[src/rtl/softplus_sq_pwl_eval_if.sv]
// Stream and LUT-side signal bundle for softplus_sq_pwl_eval.
// The slave modport is the evaluator's view; master is the surrounding logic.
interface softplus_sq_pwl_eval_if;
    logic        in_valid;
    logic        in_ready;
    logic [15:0] in_x;
    logic [15:0] lut_x;
    logic [15:0] slope_in;
    logic [15:0] offset_in;
    logic        out_valid;
    logic        out_ready;
    logic [15:0] out_y;
    logic        busy;

    modport slave (
        input  in_valid,
        input  in_x,
        input  slope_in,
        input  offset_in,
        input  out_ready,
        output in_ready,
        output lut_x,
        output out_valid,
        output out_y,
        output busy
    );

    modport master (
        output in_valid,
        output in_x,
        output slope_in,
        output offset_in,
        output out_ready,
        input  in_ready,
        input  lut_x,
        input  out_valid,
        input  out_y,
        input  busy
    );
endinterface

[src/rtl/softplus_sq_pwl_eval.sv]
// Three-stage piecewise-linear softplus^2 evaluator, Q8.8: y = clamp(slope(x)*x + offset(x)).
// Slope/offset come from an external combinational LUT indexed by the registered stage-1 operand.
module softplus_sq_pwl_eval #(
    parameter int unsigned    DW      = 16,
    parameter int unsigned    FRAC    = 8,
    parameter logic [DW-1:0]  SAT_MAX = 16'h7FFF
) (
    input logic                   clk,
    input logic                   rst_n,
    softplus_sq_pwl_eval_if.slave bus
);

    logic          en;
    logic          v1_q, v1_d, v2_q, v2_d, v3_q, v3_d;
    logic [DW-1:0] x1_q, x1_d;
    logic [DW-1:0] p2_q, p2_d;
    logic [DW-1:0] o2_q, o2_d;
    logic [DW-1:0] y_q, y_d;

    logic [2*DW-1:0] prod;
    logic [2*DW-1:0] prod_sh;
    logic [DW-1:0]   p_sat;
    logic [DW:0]     sum;
    logic [DW-1:0]   y_clamp;

    // Whole pipeline advances together; only a held output blocks it.
    assign en           = ~v3_q | bus.out_ready;
    assign bus.in_ready = en;
    assign bus.lut_x    = x1_q;
    assign bus.out_valid = v3_q;
    assign bus.out_y    = y_q;
    assign bus.busy     = v1_q | v2_q | v3_q;

    always_comb begin
        prod    = $signed({{DW{x1_q[DW-1]}}, x1_q}) *
                  $signed({{DW{bus.slope_in[DW-1]}}, bus.slope_in});
        prod_sh = $signed(prod) >>> FRAC;
        // In range only if everything above the result sign bit is a copy of it.
        if (prod_sh[2*DW-1:DW-1] == {(DW+1){1'b0}} ||
            prod_sh[2*DW-1:DW-1] == {(DW+1){1'b1}}) begin
            p_sat = prod_sh[DW-1:0];
        end else if (prod_sh[2*DW-1]) begin
            p_sat = {1'b1, {(DW-1){1'b0}}};
        end else begin
            p_sat = {1'b0, {(DW-1){1'b1}}};
        end
    end

    always_comb begin
        sum = {p2_q[DW-1], p2_q} + {o2_q[DW-1], o2_q};
        if (sum[DW]) begin
            y_clamp = '0;
        end else if (sum[DW-1:0] > SAT_MAX) begin
            y_clamp = SAT_MAX;
        end else begin
            y_clamp = sum[DW-1:0];
        end
    end

    always_comb begin
        v1_d = v1_q;
        v2_d = v2_q;
        v3_d = v3_q;
        x1_d = x1_q;
        p2_d = p2_q;
        o2_d = o2_q;
        y_d  = y_q;
        if (en) begin
            v1_d = bus.in_valid;
            if (bus.in_valid) begin
                x1_d = bus.in_x;
            end
            v2_d = v1_q;
            p2_d = p_sat;
            o2_d = bus.offset_in;
            v3_d = v2_q;
            y_d  = y_clamp;
        end
    end

    always_ff @(posedge clk or negedge rst_n) begin
        if (!rst_n) begin
            v1_q <= 1'b0;
            v2_q <= 1'b0;
            v3_q <= 1'b0;
            x1_q <= '0;
            p2_q <= '0;
            o2_q <= '0;
            y_q  <= '0;
        end else begin
            v1_q <= v1_d;
            v2_q <= v2_d;
            v3_q <= v3_d;
            x1_q <= x1_d;
            p2_q <= p2_d;
            o2_q <= o2_d;
            y_q  <= y_d;
        end
    end

endmodule

[src/flat_wrapper.sv]
// flat-port wrapper written by rule: the top's interface ports become plain ports
module softplus_sq_pwl_eval_flat 
#(
    parameter int unsigned    DW      = 16,
    parameter int unsigned    FRAC    = 8,
    parameter logic [DW-1:0]  SAT_MAX = 16'h7FFF
)
  (clk, rst_n, bus_in_valid, bus_in_x, bus_slope_in, bus_offset_in, bus_out_ready, bus_in_ready, bus_lut_x, bus_out_valid, bus_out_y, bus_busy);
  softplus_sq_pwl_eval_if bus_i ();
  input logic clk;
  input logic rst_n;
  input wire logic [$bits(bus_i.in_valid)-1:0] bus_in_valid;
  input wire logic [$bits(bus_i.in_x)-1:0] bus_in_x;
  input wire logic [$bits(bus_i.slope_in)-1:0] bus_slope_in;
  input wire logic [$bits(bus_i.offset_in)-1:0] bus_offset_in;
  input wire logic [$bits(bus_i.out_ready)-1:0] bus_out_ready;
  output wire logic [$bits(bus_i.in_ready)-1:0] bus_in_ready;
  output wire logic [$bits(bus_i.lut_x)-1:0] bus_lut_x;
  output wire logic [$bits(bus_i.out_valid)-1:0] bus_out_valid;
  output wire logic [$bits(bus_i.out_y)-1:0] bus_out_y;
  output wire logic [$bits(bus_i.busy)-1:0] bus_busy;
  assign bus_i.in_valid = bus_in_valid;
  assign bus_i.in_x = bus_in_x;
  assign bus_i.slope_in = bus_slope_in;
  assign bus_i.offset_in = bus_offset_in;
  assign bus_i.out_ready = bus_out_ready;
  assign bus_in_ready = bus_i.in_ready;
  assign bus_lut_x = bus_i.lut_x;
  assign bus_out_valid = bus_i.out_valid;
  assign bus_out_y = bus_i.out_y;
  assign bus_busy = bus_i.busy;
  softplus_sq_pwl_eval #(.DW(DW), .FRAC(FRAC), .SAT_MAX(SAT_MAX)) u_core (.clk(clk), .rst_n(rst_n), .bus(bus_i));
endmodule
[config.mk]
export PLATFORM = sky130hd
export DESIGN_NAME = softplus_sq_pwl_eval_flat
export DESIGN_NICKNAME = d
export VERILOG_FILES = /design/src/rtl/softplus_sq_pwl_eval_if.sv /design/src/rtl/softplus_sq_pwl_eval.sv /design/src/flat_wrapper.sv
export SDC_FILE = /design/constraint.sdc
export NUM_CORES = 1
export LEC_CHECK = 0
export BUFFER_PORTS_ARGS = -buffer_cell sky130_fd_sc_hd__clkbuf_2
export CORE_ASPECT_RATIO = 0.8
export CORE_MARGIN = 10
export CORE_UTILIZATION = 60
export CTS_CLUSTER_DIAMETER = 200
export CTS_CLUSTER_SIZE = 25
export DETAILED_ROUTE_END_ITERATION = 7
export PLACE_DENSITY = 0.79
export SLEW_MARGIN = 20
export SYNTH_ARGS = -nofsm -noshare
export SYNTH_HDL_FRONTEND = slang
export SYNTH_SLANG_ARGS = --single-unit
[constraint.sdc]
create_clock -name clk -period 7.59 [get_ports clk]
set_input_delay 0.759 -clock clk [delete_from_list [all_inputs] [get_ports clk]]
set_output_delay 0.759 -clock clk [all_outputs]
set_load 0.005 [all_outputs]
==> results.toml <==
[route]
finalWirelength_um = 31900
drtPass1Iterations = 4
vias_per_cell = 5.59
ant_nets = 0
wire_per_inst_um = 18.0
drtIter0Drc = 623
drc = 0
routed-via-count = 9897

[clock_tree]
path_clk_slew_ns = 0.06
cts_root_buffer = "clkbuf_16"
worst_skew_pair.late_latency_ns = 0.33
post_cts_buffers = 0
cts_tree = "built"
clkSinkCount = 67
htreeDepth = 3
numCtsBuffers = 9
clockBufferDepth = 2
cts_hold_buf = 0

[floorplan]
coreArea_um2 = 21600
io_pins = 87
die_h_um = 153
dieArea_um2 = 28400
start_util_pct = 61.2
die_width_um = 186
row_count = 48

[timing]
clock.fmax_mhz = 137
setup_violations = 0
skew_ns = 0.00992
fin_crit_ns = 7.28
final_max_slew_viol_count = 0
hold_viol = 0
setup_tns_ns = 0
maxSlewHeadroom_pct = 21.2
setup_slack_ns = 0.305
finalCritPeriodShare_pct = 96.0
rsz0062_at_grt = "false"
worstMarginPinSlew_ns = 1.18

[global_route]
grtUsageTotal_pct = 23.9
grt_pass1_vias = 10600
grt_pass1_wl_um = 54800
grt_overflow = 0
grt_max_degree = 68
antenna_found_initial = 0

[logic_synthesis]
syn_nets = 1811
synthDistinctLibCells = 66
synth_top_family_by_area = "adder cells"
ys.flop_type = "dfrtp_1"
synth_edf_count = 0
syn_area_um2 = 13200
yosysWarnings = 0
ys_seq_elements = 67
synth_compound_gate_area_share_pct = 8.81
synth_xor_xnor_area_share_pct = 2.52
synthAdderAreaFrac_pct = 48.7
synthArstFlopShare_pct = 100
synthSimpleGateAreaFrac_pct = 15.8
synthCells = 1402
avgSynthCellArea_um2 = 9.43
synthMuxAreaShare_pct = 1.60
yosysSeqAreaShare_pct = 12.7

[cells_and_area]
drive_gt1_share_pct = 12.3
fin_cells = 1769
final_cell_area_um2 = 14400
num_antenna_cells = 0
area_growth_syn_to_layout_pct = 9.04
layout_commonest_cell = "inv_1"
nets = 1900
final_cell_mix = "293 x inv_1, 262 x fa_1, 196 x nand2_1, 120 x and2_1, 95 x ha_1"

[place]
dp_slack_ns = -0.0294
portBuffers = 86
postPlaceCellArea_um2 = 14100
place_congestion = 0.932
placed_cells = 1755
hpwl_um = 27200

[critical_path]
cp_data_required_time_ns = 7.78
slowest_stage = "dfrtp_1"
worst_setup_path_start_kind = "register"
cpMostUsedCell = "fa_1"
crit_path_end_kind = "register"
slowest_delay_ns = 0.71
crit_family = "adder cells"
critical_path_class = "register to register"
cp_cell_sequence = "nand2_1, fa_1, inv_1, fa_1, inv_1, fa_1, inv_1, fa_1, fa_1, inv_1, fa_1, inv_1, ha_1, a22oi_1, o211ai_1, a31oi_2, o311ai_4, a2111oi_2, a311oi_1, or3_1, or3b_1, nor4_4, buf_4, o32ai_1"
crit_arrival_ns = 7.48
path_max_fanout = 15
path_buf_inv = 6

[run_status]
status = "completed"

[hold_path]
hold_path.class = "register to register"

[job]
max-cap-violations = 0
## synth_stat cells (2+ instances only)
| cell | number | share of area [%] |
|---|---|---|
| inv_1 | 293 | 8.3 |
| fa_1 | 262 | 40 |
| nand2_1 | 196 | 5.6 |
| and2_1 | 121 | 5.7 |
| ha_1 | 95 | 9.0 |
| dfrtp_1 | 67 | 13 |
| clkbuf_1 | 46 | 1.3 |
| nor2_1 | 35 | 0.99 |
| a21oi_1 | 34 | 1.3 |
| o21ai_0 | 27 | 1.0 |
| xnor2_1 | 26 | 1.7 |
| mux2_2 | 17 | 1.4 |
| a221o_1 | 15 | 1.1 |
| nand2b_1 | 15 | 0.71 |
| a21o_1 | 13 | 0.74 |
| xor2_1 | 12 | 0.79 |
| nor3_1 | 10 | 0.38 |
| or3_1 | 8 | 0.38 |
| or3b_1 | 8 | 0.53 |
| nand4_1 | 7 | 0.33 |
| o21bai_1 | 7 | 0.40 |
| o221ai_2 | 7 | 0.79 |
| a31oi_1 | 6 | 0.28 |
| nand3_1 | 5 | 0.19 |
| o211ai_1 | 5 | 0.28 |
| o31ai_1 | 4 | 0.23 |
| a2111oi_0 | 3 | 0.20 |
| a211oi_1 | 3 | 0.17 |
| and3_1 | 3 | 0.14 |
| buf_1 | 3 | 0.085 |
| o21ai_1 | 3 | 0.11 |
| o221ai_1 | 3 | 0.20 |
| o32a_1 | 3 | 0.23 |
| o32ai_1 | 3 | 0.20 |
| a31o_2 | 2 | 0.13 |
| a41o_1 | 2 | 0.15 |
| mux2i_1 | 2 | 0.15 |
| nor2b_1 | 2 | 0.095 |
| o21a_1 | 2 | 0.11 |
## sequential cells by signal, summed over array words and instances, names as in the netlist
| signal | count |
|---|---|
| u_core.bus.lut_x | 16 |
| u_core.o2_q | 16 |
| u_core.bus.out_valid | 1 |
| u_core.bus.out_y | 16 |
| u_core.v1_q | 1 |
| u_core.p2_q | 16 |
| u_core.v2_q | 1 |
## stage by stage
| stage | hold slack (ns) | util, % |
|---|---|---|
| global route | 0.500 | 66.7 |
| floorplan | 0.445 | - |
| detailed placement | 0.467 | 65.3 |
| finish | 0.477 | 66.7 |
| global placement | 0.461 | 65.3 |
| CTS | 0.477 | 66.6 |
## worst register-to-register path: stages (launching register included)
cell	delay (ns)
dfrtp_1	0.71
nand2_1	0.16
fa_1	0.54
inv_1	0.06
fa_1	0.51
inv_1	0.06
fa_1	0.54
inv_1	0.05
fa_1	0.44
fa_1	0.53
inv_1	0.08
fa_1	0.51
inv_1	0.05
ha_1	0.33
a22oi_1	0.19
o211ai_1	0.15
a31oi_2	0.26
o311ai_4	0.16
a2111oi_2	0.33
a311oi_1	0.12
or3_1	0.39
or3b_1	0.42
nor4_4	0.14
buf_4	0.28
o32ai_1	0.14
## routing by layer
metal	wire length, µm	part of all wire, %	vias up	global-route usage [%]
li1	-	-	4511	-
met1	14100	44	5029	33.9
met2	15100	47	328	37.8
met3	2330	7.3	29	4.67
met4	320	1.0	0	3.53
met5	0	0	-	0
## repair_timing
action	CTS	global route
setup endpoints to repair	0	15
hold endpoints to repair	0	0
resized for setup	0	3
## kinds of logic after synthesis
kind of cell | after synthesis
adder cells (fa/ha/maj) | 357
multiplexers | 19
flip-flops | 67
AND/OR/NAND/NOR | 421
AO/OA/AOI/OAI | 154
buffers and inverters | 346
XOR/XNOR | 38
## path summary, 6_finish.rpt
| check | startpoint | to | slack [ns] | cells after the start |
|---|---|---|---|---|
| worst min-delay path | u_core.o2_q[11] | u_core.o2_q[11] | 0.48 | 2 |
| min in group asynchronous | rst_n | u_core.o2_q[10] | 0.61 | 2 |
| worst min register to register | u_core.o2_q[11] | u_core.o2_q[11] | 0.48 | 2 |
| max in group asynchronous | rst_n | u_core.bus.lut_x[7] | 6.35 | 2 |
| worst max-delay path | u_core.bus.lut_x[6] | u_core.p2_q[1] | 0.31 | 24 |
| worst max register to register | u_core.bus.lut_x[6] | u_core.p2_q[1] | 0.31 | 24 |
## layout make-up
type | count | area (µm²)
Clock buffer | 11 | 243
Inverter | 294 | 1100
Sequential cell | 67 | 1680
Fill cell | 1737 | 7200
Tap cell | 275 | 344
Clock inverter | 3 | 40.0
Timing Repair Buffer | 130 | 761
Multi-Input combinational cell | 989 | 10200
Power is not shown: default switching activity piles up to over one toggle a cycle in this logic, so the estimate is an artifact.
